**config.mk**
```make
export PLATFORM = sky130hd
export DESIGN_NAME = ui_add_pipe
export DESIGN_NICKNAME = d
export VERILOG_FILES = /design/src/rtl/ui_add_pipe.sv
export SDC_FILE = /design/constraint.sdc
export NUM_CORES = 1
export LEC_CHECK = 0
export BUFFER_PORTS_ARGS = -buffer_cell sky130_fd_sc_hd__buf_2
export CORE_ASPECT_RATIO = 0.9
export CORE_MARGIN = 3
export CORE_UTILIZATION = 35
export DETAILED_ROUTE_END_ITERATION = 16
export PLACE_DENSITY = 0.55
export SKIP_LAST_GASP = 1
export SYNTH_ARGS = -nofsm -noshare
export SYNTH_HDL_FRONTEND = slang
export SYNTH_SLANG_ARGS = --single-unit
export TNS_END_PERCENT = 5
```
**constraint.sdc**
```tcl
create_clock -name clk -period 6.04 [get_ports clk]
set_clock_uncertainty 0.2 [all_clocks]
set_input_delay 0.302 -clock clk [delete_from_list [all_inputs] [get_ports clk]]
set_output_delay 0.302 -clock clk [all_outputs]
set_load 0.01 [all_outputs]
```
**src/rtl/ui_add_pipe.sv**
```systemverilog
`default_nettype none
// ============================================================================
// Module      : ui_add_pipe
// Description : Pipelined unsigned N-bit adder. The carry chain is cut into
//               STAGES chunks of N/STAGES bits, one chunk per stage, with a
//               valid/ready handshake and a global stall. Optional
//               saturation to all-ones on carry out.
// Revision    : 1.0 - initial release
// ============================================================================
module ui_add_pipe #(
    parameter int N      = 64,
    parameter int STAGES = 4,
    parameter int SAT    = 0
) (
    input  logic         clk,
    input  logic         rst,
    input  logic [N-1:0] a,
    input  logic [N-1:0] b,
    input  logic         in_valid,
    output logic         in_ready,
    output logic [N-1:0] c,
    output logic         ovf,
    output logic         out_valid,
    input  logic         out_ready
);

    localparam int W = N / STAGES;

    // Per-stage pipeline state. Stage k holds sum chunks 0..k, the carry out
    // of chunk k, and the operands still needed by the stages after it.
    logic [N-1:0] opa_q   [STAGES];
    logic [N-1:0] opb_q   [STAGES];
    logic [N-1:0] sum_q   [STAGES];
    logic         carry_q [STAGES];
    logic         valid_q [STAGES];

    logic [N-1:0] opa_d   [STAGES];
    logic [N-1:0] opb_d   [STAGES];
    logic [N-1:0] sum_d   [STAGES];
    logic         carry_d [STAGES];
    logic         valid_d [STAGES];

    // Inputs seen by each stage: index 0 is the port side, index k+1 is the
    // output of stage k. Keeps every stage uniform with no special case.
    logic [N-1:0] src_a   [STAGES+1];
    logic [N-1:0] src_b   [STAGES+1];
    logic [N-1:0] src_sum [STAGES+1];
    logic         src_cy  [STAGES+1];
    logic         src_vld [STAGES+1];

    logic [W:0]   w_chunk;
    logic         w_adv;

    // The whole pipe moves together; it only stalls when the output slot is
    // occupied and not being consumed.
    assign w_adv     = !out_valid || out_ready;
    assign in_ready  = w_adv;
    assign out_valid = valid_q[STAGES-1];
    assign c         = sum_q[STAGES-1];
    assign ovf       = carry_q[STAGES-1];

    // Route the port inputs and each stage's registered outputs to the next stage.
    always_comb begin
        src_a[0]   = a;
        src_b[0]   = b;
        src_sum[0] = '0;
        src_cy[0]  = 1'b0;
        src_vld[0] = in_valid;
        for (int k = 0; k < STAGES; k++) begin
            src_a[k+1]   = opa_q[k];
            src_b[k+1]   = opb_q[k];
            src_sum[k+1] = sum_q[k];
            src_cy[k+1]  = carry_q[k];
            src_vld[k+1] = valid_q[k];
        end
    end

    // Each stage adds its own chunk plus the carry from the previous stage and
    // merges the chunk into the partial sum travelling down the pipe.
    always_comb begin
        w_chunk = '0;
        for (int k = 0; k < STAGES; k++) begin
            w_chunk = {1'b0, src_a[k][k*W +: W]}
                    + {1'b0, src_b[k][k*W +: W]}
                    + {{W{1'b0}}, src_cy[k]};
            opa_d[k]            = src_a[k];
            opb_d[k]            = src_b[k];
            sum_d[k]            = src_sum[k];
            sum_d[k][k*W +: W]  = w_chunk[W-1:0];
            carry_d[k]          = w_chunk[W];
            valid_d[k]          = src_vld[k];
        end
        // Saturation is folded into the last stage so c stays a plain flop output.
        if ((SAT != 0) && carry_d[STAGES-1]) begin
            sum_d[STAGES-1] = {N{1'b1}};
        end
    end

    // Pipeline registers: clear on reset, shift on advance, otherwise hold.
    always_ff @(posedge clk) begin
        if (rst) begin
            for (int k = 0; k < STAGES; k++) begin
                opa_q[k]   <= '0;
                opb_q[k]   <= '0;
                sum_q[k]   <= '0;
                carry_q[k] <= 1'b0;
                valid_q[k] <= 1'b0;
            end
        end else if (w_adv) begin
            for (int k = 0; k < STAGES; k++) begin
                opa_q[k]   <= opa_d[k];
                opb_q[k]   <= opb_d[k];
                sum_q[k]   <= sum_d[k];
                carry_q[k] <= carry_d[k];
                valid_q[k] <= valid_d[k];
            end
        end
    end

endmodule
`default_nettype wire

```
==> out/metrics.yaml <==
clk_path_buf_depth: 3
antenna_found_initial: 1
cts_num_sinks: 360
yosys-top-cells-area: "edfxtp_1, and2_1, ha_1"
dpl.cell_count: 1903
pin_count: 199
end_kind: "register"
timing.final.crit_share_pct: 51.10
hp-class: "input pin to register"
die_area_mm2: 0.04838
crit_end: "sum_q[0][92]$_SDFFCE_PN0P_"
rsz0062_at_grt: "false"
fin_tns_setup_ps: 0
max_freq_mhz: 324.0
combPwrFrac_pct: 8.3
cts_tree: "built"
num-nets-final: 1644
clkSlewWorstSetupHoldPaths_ps: 60
place_hpwl_um: 19070
regToRegStartpoint: "opa_q[0][16]$_SDFFCE_PN0P_"
crit_type: "register to register"
wl_um: 30520
start_util_pct: 35.87
start_kind: "register"
syn_nets: 1344
synth_simple_gate_area_share_pct: 16.52
grt_max_degree: 166
ys.flop_type: "edfxtp_1"
cts_buffers: 40
htreeDepth: 2
gp_congestion: 0.8028
wl_per_cell_um: 14.74
die_h_um: 209.0
clk_latency_ps: 530
yosysTopAreaCell: "edfxtp_1"
yosysTopAreaCellShare_pct: 67.47
vias_per_cell: 4.524
grt_pass1_vias: 9187
instances_no_fill: 2071
synth-compound-area-share_pct: 6.216
clkPwrFrac_pct: 41.4
synth_edf_count: 360
cell_internal_pwr_mw: 4.655
pwr-share-seq_pct: 50.3
vias: 9369
first_pass_iters: 4
arrival_ps: 3140
hold_violations: 0
place_ws_ps: 2923
reg2reg_slack_ps: 2950
synth_cells: 1144
post_synth.cell_area_avg_um2: 14.00
whs_ps: 47.53
async_flop_share_pct: 0
sw_frac_of_total_pct: 21.03
synthAdderAreaFrac_pct: 5.638
r2r-end: "sum_q[0][92]$_SDFFCE_PN0P_"
drc_errors: 0
track_usage_pct: 12.47
drive_gt1_share_pct: 18.58
synth.mux.area_fraction_pct: 0.4998
ys_seq_elements: 360
netlist_area_mm2: 0.01602
peakVddDrop_uv: 196.6
synth_top_family_by_area: "simple AND/OR/NAND/NOR gates"
maxSlewViolCount: 0
maxSlewHeadroom_pct: 44.30
drt_iter0_drc: 495
cap_violations: 0
grt_pass1_wl_um: 48270
tightest_slew_ps: 835.4
powerDensity_mw_per_mm2: 295.0
setup_viol: 0
io_buffers: 198
setup_slack_ps: 2953
crit_start: "opa_q[0][16]$_SDFFCE_PN0P_"
rows: 73
design.core.area_mm2: 0.04466
post-cts-setup-buffers: 0
cts-root-buf: "clkbuf_16"
gr-total-overflow: 0
critical_path_required_ps: 6090
ant_nets: 0
ff2ff_path_depth: 8
fin_util_pct: 44.74
yosysWarnings: 0
ys_seq_area_share_pct: 67.47
area_growth_pct: 24.72
synth_cell_types: 59
cts.repair.resized: 0
fp.dieW_um: 231.5
period_minus_slack_ps: 3087
switching_power_mw: 1.240
leakagePower_nw: 8.676
synth_xor_area_share_pct: 2.187
critPathMaxFanout: 3
outcome: "completed"
==> metal layers <==
metal | global-route usage (%) | up-vias | part of all wire (%)
met3 | 2.495 | 76 | 4.0
met4 | 5.791 | 0 | 3.8
met2 | 19.47 | 176 | 46
met1 | 16.79 | 4379 | 46
met5 | 0 | - | 0
li1 | - | 4738 | -
==> worst max-delay path: stages (launching register included) <==
cell and delay (ps):
edfxtp_1 390, fa_1 510, fa_1 460, a211oi_1 290, o21ai_0 170, a41oi_1 300
o21ai_0 230, xnor2_1 190, nor2_1 60
==> how the worst min path moves through the flow <==
| stage | end | start | cells past startpoint | slack [ps] |
|---|---|---|---|---|
| after CTS | sum_q[0][1]$_SDFFCE_PN0P_ | b[1] | 3 | 20 |
| after floorplan | opa_q[0][100]$_SDFFCE_PN0P_ | opa_q[0][36]$_SDFFCE_PN0P_ | 1 | 300 |
| after detailed placement | opa_q[0][104]$_SDFFCE_PN0P_ | opa_q[0][40]$_SDFFCE_PN0P_ | 1 | 300 |
| after global placement | sum_q[0][73]$_SDFFCE_PN0P_ | sum_q[0][9]$_SDFFCE_PN0P_ | 1 | 300 |
| after global routing | sum_q[0][1]$_SDFFCE_PN0P_ | b[1] | 3 | 60 |
| final | sum_q[0][1]$_SDFFCE_PN0P_ | b[1] | 3 | 50 |
==> through the flow <==
| step | power [mW] | cell area (um2) |
|---|---|---|
| after floorplan | 3.304 | 16020 |
| after detailed placement | 3.462 | 17690 |
| after global placement | 3.458 | 17690 |
| final | 5.894 | 19980 |
| after global routing | 6.151 | 19980 |
| after CTS | 5.994 | 19980 |
==> Yosys cell counts, types with 3 or more instances <==
master and number:
a21oi_1 32, inv_1 15, edfxtp_1 360, buf_2 3
xor2_1 16, a31oi_1 4, ha_1 61, a21o_1 23
o21ai_0 34, nand3_1 5, and3_1 5, xnor2_1 24
o21a_1 4, mux2i_1 8, nand2_1 26, nand2b_1 14
nand4_1 7, nor2b_1 3, o31ai_1 6, and2_1 301
clkbuf_1 41, a211oi_1 17, nand4b_1 3, fa_1 7
nor3_1 11, o21bai_1 6, nor2_1 65
==> cell usage in the layout, fill, tap and decap left out, types with 17 or more instances in the layout <==
| master | synthesis | routed |
|---|---|---|
| a211oi_1 | 17 | 17 |
| a21o_1 | 23 | 23 |
| a21oi_1 | 32 | 32 |
| and2_1 | 301 | 301 |
| buf_2 | 3 | 198 |
| clkbuf_16 | 0 | 41 |
| dlygate4sd3_1 | 0 | 99 |
| edfxtp_1 | 360 | 360 |
| ha_1 | 61 | 61 |
| nand2_1 | 26 | 26 |
| nor2_1 | 65 | 65 |
| o21ai_0 | 34 | 34 |
| xnor2_1 | 24 | 24 |
==> flip-flops by register name (all words and copies together) (netlist names) <==
| signal | cells |
|---|---|
| valid_q | 4 |
| opa_q | 96 |
| sum_q | 160 |
| carry_q | 4 |
| opb_q | 96 |
==> power by group through the flow <==
stage	combinational (mW)	clock, mW	sequential [mW]
after floorplan	0.287	0	3.02
after global placement	0.444	0	3.01
after detailed placement	0.445	0	3.02
after CTS	0.499	2.53	2.96
after global routing	0.554	2.62	2.98
final	0.491	2.44	2.96
==> area by class of cell <==
cell class,instances,area (um2)
multi-input combinational,723,4990
antenna,2,5.005
sequential,360,10810
tap,600,750.7
clock inverter,18,241.5
clock buffer,49,1056
fill,4061,24680
inverter,15,56.30
timing repair buffer,304,2072
==> cell families after synthesis <==
group,after synthesis
buffers and inverters,61
flip-flops,360
multiplexers,8
AND/OR/NAND/NOR,458
XOR/XNOR,40
adder cells (fa/ha/maj),68
AO/OA/AOI/OAI,149
==> repair_timing <==
action / 4_1_cts / 5_1_grt
endpoints found under the setup margin: 0 / 0
hold buffers: 99 / 0
hold endpoints to repair: 98 / 0
Power figures use the tool's default switching activity.
